===== config.mk =====
export PLATFORM = sky130hd
export DESIGN_NAME = gmii_rx_deframer
export DESIGN_NICKNAME = d
export VERILOG_FILES = /design/src/rtl/gmii_rx_deframer_pkg.sv /design/src/rtl/gmii_fcs_delay.sv /design/src/rtl/gmii_rx_deframer.sv
export SDC_FILE = /design/constraint.sdc
export NUM_CORES = 1
export LEC_CHECK = 0
export ABC_AREA = 1
export CORE_ASPECT_RATIO = 2
export CORE_UTILIZATION = 37
export DETAILED_ROUTE_END_ITERATION = 8
export PLACE_DENSITY = 0.58
export REMOVE_ABC_BUFFERS = 1
export SYNTH_ARGS = -nofsm -noshare
export SYNTH_HDL_FRONTEND = slang
export SYNTH_SLANG_ARGS = --single-unit

===== constraint.sdc =====
create_clock -name iclk -period 1.8 [get_ports iclk]
set_clock_uncertainty 0.05 [all_clocks]
set_input_delay 0.27 -clock iclk [delete_from_list [all_inputs] [get_ports iclk]]
set_output_delay 0.27 -clock iclk [all_outputs]
set_load 0.02 [all_outputs]

===== src/rtl/gmii_rx_deframer_pkg.sv =====
// Shared GMII definitions: FSM states, framing constants, error codes and the byte-wise Ethernet CRC32.
package gmii_pkg;

    typedef enum logic [1:0] {
        stIDLE,
        stPREAMBLE,
        stDATA,
        stDROP
    } gmii_state_t;

    typedef enum logic [1:0] {
        ERR_NONE = 2'd0,
        ERR_CRC  = 2'd1,
        ERR_LEN  = 2'd2,
        ERR_RXER = 2'd3
    } gmii_err_t;

    localparam logic [7:0]  PREAMBLE_BYTE = 8'h55;
    localparam logic [7:0]  SFD_BYTE      = 8'hD5;
    localparam int          FCS_LEN       = 4;
    localparam logic [31:0] CRC32_POLY    = 32'h04C1_1DB7;

    // MSB-first register, data bits consumed LSB first; FCS byte j bit k is ~crc[31-8j-k].
    function automatic logic [31:0] eth_crc32_8d(input logic [31:0] crc, input logic [7:0] data);
        logic [31:0] c;
        logic        fb;
        c = crc;
        for (int k = 0; k < 8; k++) begin
            fb = c[31] ^ data[k];
            c  = {c[30:0], 1'b0};
            if (fb) begin
                c = c ^ CRC32_POLY;
            end
        end
        return c;
    endfunction

endpackage


===== src/rtl/gmii_fcs_delay.sv =====
// Holds the last FCS_LEN frame bytes back from the output so the FCS never reaches the payload
// stream, plus the pending byte that is next in line for emission.
module gmii_fcs_delay
    import gmii_pkg::*;
(
    input  logic                 i_clk,
    input  logic                 i_rst_n,
    input  logic                 i_shift,
    input  logic                 i_load,
    input  logic [7:0]           i_byte,
    output logic [7:0]           o_shift_out,
    output logic [7:0]           o_pend,
    output logic [8*FCS_LEN-1:0] o_fcs
);

    logic [7:0] r_line [FCS_LEN];
    logic [7:0] r_pend;

    always_ff @(posedge i_clk or negedge i_rst_n) begin
        if (!i_rst_n) begin
            for (int i = 0; i < FCS_LEN; i++) begin
                r_line[i] <= '0;
            end
            r_pend <= '0;
        end else begin
            if (i_shift) begin
                r_line[0] <= i_byte;
                for (int i = 1; i < FCS_LEN; i++) begin
                    r_line[i] <= r_line[i-1];
                end
            end
            if (i_load) begin
                r_pend <= r_line[FCS_LEN-1];
            end
        end
    end

    assign o_shift_out = r_line[FCS_LEN-1];
    assign o_pend      = r_pend;

    // Oldest byte (first FCS byte on the wire) lands in the low byte lane.
    always_comb begin
        o_fcs = '0;
        for (int j = 0; j < FCS_LEN; j++) begin
            o_fcs[8*j +: 8] = r_line[FCS_LEN-1-j];
        end
    end

endmodule


===== src/rtl/gmii_rx_deframer.sv =====
// GMII receive deframer: strips preamble/SFD/FCS, checks CRC32, flags length and RX_ER errors.
// Defining GMII_RX_STATS_EN adds saturating good/CRC/length/fragment counters.
module gmii_rx_deframer
    import gmii_pkg::*;
#(
    parameter int pMIN_LEN      = 64,
    parameter int pMAX_LEN      = 1518,
    parameter int pMAX_PREAMBLE = 7
) (
    input  logic        iclk,
    input  logic        irst_n,
    input  logic        ival,
    input  logic        ier,
    input  logic [7:0]  idata,
    output logic        oval,
    output logic [7:0]  odata,
    output logic        osop,
    output logic        oeop,
    output logic        oerr,
    output logic [1:0]  oerr_type,
    output logic [7:0]  opkt_cnt
`ifdef GMII_RX_STATS_EN
    ,
    output logic [31:0] ogood_cnt,
    output logic [31:0] ocrc_err_cnt,
    output logic [31:0] olen_err_cnt,
    output logic [31:0] ofrag_cnt
`endif
);

    localparam int LEN_W = $clog2(pMAX_LEN + 2);
    localparam int PRE_W = $clog2(pMAX_PREAMBLE + 2);
    localparam logic [LEN_W-1:0] LEN_SAT = LEN_W'(pMAX_LEN + 1);
    localparam logic [LEN_W-1:0] LEN_MAX = LEN_W'(pMAX_LEN);
    localparam logic [LEN_W-1:0] LEN_MIN = LEN_W'(pMIN_LEN);
    localparam logic [LEN_W-1:0] LEN_FCS = LEN_W'(FCS_LEN);
    localparam logic [PRE_W-1:0] PRE_MAX = PRE_W'(pMAX_PREAMBLE);

    gmii_state_t          r_state;
    gmii_state_t          w_state_nxt;
    logic [PRE_W-1:0]     r_pre_cnt;
    logic [LEN_W-1:0]     r_len;
    logic [31:0]          r_crc;
    logic                 r_rx_er;
    logic                 r_sop_pend;

    logic                 r_oval;
    logic [7:0]           r_odata;
    logic                 r_osop;
    logic                 r_oeop;
    logic                 r_oerr;
    logic [1:0]           r_oerr_type;
    logic [7:0]           r_opkt_cnt;

    logic                 w_in_data;
    logic                 w_byte;
    logic                 w_end;
    logic                 w_len_ok;
    logic                 w_load;
    logic                 w_emit;
    logic                 w_deliver;
    logic                 w_sfd;
    logic                 w_pre_first;
    logic                 w_pre_inc;
    logic                 w_crc_bad;
    logic                 w_len_bad;
    logic                 w_rxer;
    gmii_err_t            w_err_type;
    logic [7:0]           w_shift_out;
    logic [7:0]           w_pend;
    logic [8*FCS_LEN-1:0] w_fcs;
    logic [31:0]          w_fcs_exp;

    gmii_fcs_delay u_fcs_delay (
        .i_clk       (iclk),
        .i_rst_n     (irst_n),
        .i_shift     (w_byte),
        .i_load      (w_load),
        .i_byte      (idata),
        .o_shift_out (w_shift_out),
        .o_pend      (w_pend),
        .o_fcs       (w_fcs)
    );

    always_ff @(posedge iclk or negedge irst_n) begin
        if (!irst_n) begin
            r_state <= stIDLE;
        end else begin
            r_state <= w_state_nxt;
        end
    end

    always_comb begin
        w_state_nxt = r_state;
        case (r_state)
            stIDLE: begin
                if (ival) begin
                    w_state_nxt = (idata == PREAMBLE_BYTE) ? stPREAMBLE : stDROP;
                end
            end
            stPREAMBLE: begin
                if (!ival) begin
                    w_state_nxt = stIDLE;
                end else if (idata == SFD_BYTE) begin
                    w_state_nxt = stDATA;
                end else if ((idata != PREAMBLE_BYTE) || (r_pre_cnt >= PRE_MAX)) begin
                    w_state_nxt = stDROP;
                end
            end
            stDATA, stDROP: begin
                if (!ival) begin
                    w_state_nxt = stIDLE;
                end
            end
            default: w_state_nxt = stIDLE;
        endcase
    end

    assign w_in_data   = (r_state == stDATA);
    assign w_byte      = w_in_data && ival;
    assign w_end       = w_in_data && !ival;
    assign w_sfd       = (r_state == stPREAMBLE) && (w_state_nxt == stDATA);
    assign w_pre_first = (r_state == stIDLE) && ival && (idata == PREAMBLE_BYTE);
    assign w_pre_inc   = (r_state == stPREAMBLE) && ival && (idata == PREAMBLE_BYTE) && (r_pre_cnt < PRE_MAX);

    // Once the frame would exceed pMAX_LEN the pending byte freezes, so the eop byte is the last legal one.
    assign w_len_ok  = (r_len < LEN_MAX);
    assign w_load    = w_byte && w_len_ok && (r_len >= LEN_FCS);
    assign w_emit    = w_load && (r_len > LEN_FCS);
    assign w_deliver = w_end && (r_len > LEN_FCS);

    always_comb begin
        w_fcs_exp = '0;
        for (int i = 0; i < 32; i++) begin
            w_fcs_exp[i] = ~r_crc[31-i];
        end
    end

    assign w_crc_bad = (w_fcs != w_fcs_exp);
    assign w_len_bad = (r_len < LEN_MIN) || (r_len > LEN_MAX);
    assign w_rxer    = r_rx_er || ier;

    always_comb begin
        w_err_type = ERR_NONE;
        if (w_rxer) begin
            w_err_type = ERR_RXER;
        end else if (w_len_bad) begin
            w_err_type = ERR_LEN;
        end else if (w_crc_bad) begin
            w_err_type = ERR_CRC;
        end
    end

    always_ff @(posedge iclk or negedge irst_n) begin
        if (!irst_n) begin
            r_pre_cnt  <= '0;
            r_len      <= '0;
            r_crc      <= '1;
            r_rx_er    <= 1'b0;
            r_sop_pend <= 1'b0;
        end else begin
            if (w_pre_first) begin
                r_pre_cnt <= PRE_W'(1);
            end else if (w_pre_inc) begin
                r_pre_cnt <= r_pre_cnt + 1'b1;
            end
            if (w_sfd) begin
                r_crc      <= '1;
                r_len      <= '0;
                r_rx_er    <= 1'b0;
                r_sop_pend <= 1'b1;
            end else begin
                if (w_load) begin
                    r_crc <= eth_crc32_8d(r_crc, w_shift_out);
                end
                if (w_byte && (r_len != LEN_SAT)) begin
                    r_len <= r_len + 1'b1;
                end
                if (w_in_data && ier) begin
                    r_rx_er <= 1'b1;
                end
                if (w_emit || w_deliver) begin
                    r_sop_pend <= 1'b0;
                end
            end
        end
    end

    always_ff @(posedge iclk or negedge irst_n) begin
        if (!irst_n) begin
            r_oval      <= 1'b0;
            r_odata     <= '0;
            r_osop      <= 1'b0;
            r_oeop      <= 1'b0;
            r_oerr      <= 1'b0;
            r_oerr_type <= '0;
            r_opkt_cnt  <= '0;
        end else begin
            r_oval      <= 1'b0;
            r_odata     <= '0;
            r_osop      <= 1'b0;
            r_oeop      <= 1'b0;
            r_oerr      <= 1'b0;
            r_oerr_type <= '0;
            if (w_emit || w_deliver) begin
                r_oval  <= 1'b1;
                r_odata <= w_pend;
                r_osop  <= r_sop_pend;
            end
            if (w_deliver) begin
                r_oeop      <= 1'b1;
                r_oerr      <= (w_err_type != ERR_NONE);
                r_oerr_type <= w_err_type;
                r_opkt_cnt  <= r_opkt_cnt + 8'd1;
            end
        end
    end

    assign oval      = r_oval;
    assign odata     = r_odata;
    assign osop      = r_osop;
    assign oeop      = r_oeop;
    assign oerr      = r_oerr;
    assign oerr_type = r_oerr_type;
    assign opkt_cnt  = r_opkt_cnt;

`ifdef GMII_RX_STATS_EN
    logic [31:0] r_good_cnt;
    logic [31:0] r_crc_err_cnt;
    logic [31:0] r_len_err_cnt;
    logic [31:0] r_frag_cnt;
    logic        w_short;
    logic        w_drop_entry;

    assign w_short      = w_end && (r_len <= LEN_FCS);
    assign w_drop_entry = (w_state_nxt == stDROP) && (r_state != stDROP);

    always_ff @(posedge iclk or negedge irst_n) begin
        if (!irst_n) begin
            r_good_cnt    <= '0;
            r_crc_err_cnt <= '0;
            r_len_err_cnt <= '0;
            r_frag_cnt    <= '0;
        end else begin
            if (w_deliver && (w_err_type == ERR_NONE) && (r_good_cnt != '1)) begin
                r_good_cnt <= r_good_cnt + 32'd1;
            end
            if (w_deliver && (w_err_type == ERR_CRC) && (r_crc_err_cnt != '1)) begin
                r_crc_err_cnt <= r_crc_err_cnt + 32'd1;
            end
            if (w_deliver && (w_err_type == ERR_LEN) && (r_len_err_cnt != '1)) begin
                r_len_err_cnt <= r_len_err_cnt + 32'd1;
            end
            if ((w_short || w_drop_entry) && (r_frag_cnt != '1)) begin
                r_frag_cnt <= r_frag_cnt + 32'd1;
            end
        end
    end

    assign ogood_cnt    = r_good_cnt;
    assign ocrc_err_cnt = r_crc_err_cnt;
    assign olen_err_cnt = r_len_err_cnt;
    assign ofrag_cnt    = r_frag_cnt;
`endif

endmodule


==> key figures <==
Power
  – Clk pwr share: 0.180
  – Comb pwr share: 0.566
  – Switching part of the total: 0.4311
  – Seq pwr share: 0.254
  – Worst IR Drop VDD: 907.8 µV
  – Reported net switching power: 6987 µW
  – Pint: 9220 µW
  – Leakage: 0.004516 µW
  – Power Density: 1802 nW/µm²

Synthesis
  – Seq cells post-synth: 113
  – Sequential area share after synthesis: 0.4425
  – Post-Synthesis Cell Area: 6481 µm²
  – Synth top area cells: dfrtp_1, nand2_1, dfstp_2
  – Post-synthesis average cell area: 7.707 µm²
  – Post-synth EDFFs: 0
  – Synth Instances: 841
  – Yosys cell types: 39
  – Top cells by count, synth: nand2_1, inv_1, dfrtp_1
  – Primary FF master, synth: dfrtp_1
  – Synth area leader: dfrtp_1
  – Async SR Flop Fraction: 1.000
  – Warnings from Yosys: 0
  – Count leader, synth: nand2_1
  – Synth top area share: 0.3127

Cells and area
  – N_diodes: 0
  – Filler Cell Count: 1,630
  – NumNets Final: 1,009
  – Final cell count without fillers: 1,213
  – Layout cells sized above 1: 0.3071
  – Layout area overhead: 38.75%

Place
  – Port buffer count: 33
  – DP Worst Slack: -0.1681 ns
  – Gp weighted congestion: 0.9007
  – HPWL after detailed placement: 14,510 µm
  – Post-placement cell count: 1,165

Timing
  – Setup Viol. Count Final: 11
  – Fmax: 0.5475 GHz
  – Setup tns final: -0.1614 ns
  – Slew headroom: 0.7447
  – Hold Fails Final Rpt: 0
  – Worst-Margin Slew: 0.3829 ns
  – Final Max Slew Viols: 0
  – Min Tclk post-route: 1.826 ns
  – Final period utilization: 1.015
  – RSZ-0062 raised after global routing: yes
  – Setup slack after layout: -0.02642 ns

Worst setup path
  – Reg2Reg Capture Point: odata[7]$_DFF_PN0_
  – Crit-path slowest cell: dfrtp_2
  – CP arrival: 2.09 ns
  – Kind of critical path: register to register
  – Crit path cell chain: buf_12 > nor3_4 > nand3_2 > nand4_4 > clkinv_4 > a21oi_4 > clkbuf_16 > nor2_2
  – CP Capture Type: register
  – Cells on worst reg2reg path: 8
  – FF-to-FF Start: r_len[4]$_DFFE_PN0P_
  – FF-to-FF setup slack: -0.03 ns
  – Data required, critical path: 2.07 ns
  – Sum of buffers and inverters on the critical path: 3
  – Slowest stage delay, CP: 0.45 ns
  – CP max FO: 5
  – Largest delay share family, worst path: simple AND/OR/NAND/NOR gates
  – Setup crit start kind: register

Die
  – Initial core utilization: 0.3771
  – Chip width: 95.59 µm
  – Core footprint: 17,190 µm²
  – Rows: 68
  – Die area: 18,080 µm²
  – Die Y: 189.2 µm
  – Top-Level Pins: 34

Route
  – Initial DRC count: 282
  – Via density per instance: 4.872
  – Post-route DRC: 0
  – Via count: 5,910
  – Post-route ant nets: 0
  – WL final: 19,560 µm
  – DR pass1 iterations: 4
  – Post-DR wirelength/cell: 16.12 µm

Clocking
  – Clock transition at path regs: 0.05 ns
  – Worst-skew pair later-pin latency: 0.43 ns
  – TritonCTS Sinks: 113
  – CTS Buf Count: 17
  – Root buffer cell: clkbuf_16
  – H-tree levels: 4
  – Max Buffers Root-to-Sink: 2
  – CTS tree: done

Global route
  – Largest net degree at the start of global routing: 36
  – First-pass GRT wire length: 30,890 µm
  – Total track usage: 0.2340
  – Vias in the first global route: 6,126
  – Initial antenna violation count: 0
  – GRT overflow: 0

Outcome
  – Failing checks: negative setup slack
  – Status: finished with violations

Min path
  – Hold crit path type: primary input to async pin

Run
  – Max-Cap Viols: 0
==> cells by family after synthesis <==
group	count (synthesis)	synth area share
fa+ha+maj	7	0.01351
flops	113	0.4425
compound gates	68	0.06159
xor+xnor	71	0.09595
simple gates	455	0.3056
buf+inv	127	0.08089
==> power by group through the flow <==
stage          registers, µW  logic (µW)  clock network [µW]
3_3_place_gp            4080        7630                   0
5_1_grt                 4200        9980                3080
3_5_place_dp            4090        7660                   0
6_report                4110        9180                2920
2_1_floorplan           4020        4620                   0
4_1_cts                 4070        8070                2970
==> registers in the layout, indices dropped and copies added, names as in the netlist <==
signal	count
osop	1
r_crc	32
oerr	1
oerr_type	2
r_pre_cnt	4
opkt_cnt	8
r_len	11
u_fcs_delay.o_fcs	24
u_fcs_delay.o_pend	8
oval	1
u_fcs_delay.o_shift_out	8
r_rx_er	1
r_sop_pend	1
r_state	2
odata	8
oeop	1
==> repair_timing <==
| item | 4_1_cts | 5_1_grt |
|---|---|---|
| endpoints found under the setup margin | 20 | 54 |
| hold endpoints to repair | 12 | 0 |
| pin swaps | 16 | 41 |
| gates resized for setup | 32 | 116 |
| hold buffers | 1 | 0 |
| gates cloned | 0 | 1 |
| buffers inserted | 2 | 12 |
==> layout make-up <==
type / instances / area, µm² / share of cell area
multi-input cells: 601 / 3547 / 0.3945
flip-flops and latches: 113 / 2869 / 0.3190
repair buffers: 143 / 1361 / 0.1514
clock buffers: 24 / 461.7 / 0.05134
inverters: 114 / 450.4 / 0.05009
well taps: 210 / 262.8 / 0.02922
clock inverters: 8 / 40.04 / 0.004452
==> per-layer routing <==
metal  share of wire  GRT usage  vias to the layer above  routed length, µm
met5               0          0                        -                  0
met4           0.077     0.1561                        0               1505
met3           0.027    0.04056                       77                526
met2            0.56     0.4379                      143              10910
met1            0.34     0.2221                     2797               6621
li1                -          -                     2893                  -
==> cells in the final DEF (no fill, tap or decap), types with 3 or more instances in the layout <==
cell and count:
clkbuf_16 18, xnor2_2 3, nand2_2 32, o21ai_0 30, ha_4 4, dfrtp_1 80, nand3_2 6, a21oi_1 17
dlymetal6s2s_1 3, clkbuf_1 6, inv_2 17, buf_12 13, xnor2_1 10, buf_4 91, xor2_2 8, nor2_4 8
dfstp_2 32, nand2_1 239, clkinv_2 8, nor3_1 7, a21oi_2 9, buf_6 5, xor2_1 50, nand4_1 10
nand2_4 17, nand3_1 42, inv_1 93, clkdlybuf4s50_1 28, nor2_1 62, nor2_2 13, o21ai_1 5
==> per-stage QoR <==
| stage | utilization | instance area [µm²] | hold WS [ns] | total power [µW] |
|---|---|---|---|---|
| after CTS | 0.4910 | 8438 | 0.2652 | 15110 |
| after global placement | 0.4536 | 7796 | 0.1625 | 11710 |
| after global routing | 0.5232 | 8992 | 0.2943 | 17270 |
| after detailed placement | 0.4536 | 7796 | 0.1694 | 11750 |
| after floorplan | - | 6387 | -0.07559 | 8644 |
| final | 0.5232 | 8992 | 0.2663 | 16210 |
==> worst max path at each step <==
stage | start | endpoint | slack, ns | cells past startpoint
6_report | r_len[4]$_DFFE_PN0P_ | odata[7]$_DFF_PN0_ | -0.03 | 8
5_1_grt | r_crc[29]$_DFFE_PN1P_ | oerr$_DFF_PN0_ | -0.13 | 13
4_1_cts | r_crc[28]$_DFFE_PN1P_ | oerr$_DFF_PN0_ | -0.01 | 13
3_5_place_dp | idata[6] | r_pre_cnt[0]$_DFFE_PN0P_ | -0.17 | 9
3_3_place_gp | idata[6] | r_pre_cnt[0]$_DFFE_PN0P_ | -0.17 | 9
2_1_floorplan | r_state[0]$_DFF_PN0_ | r_crc[4]$_DFFE_PN1P_ | -0.47 | 8
(Power assumes the default switching activity.)
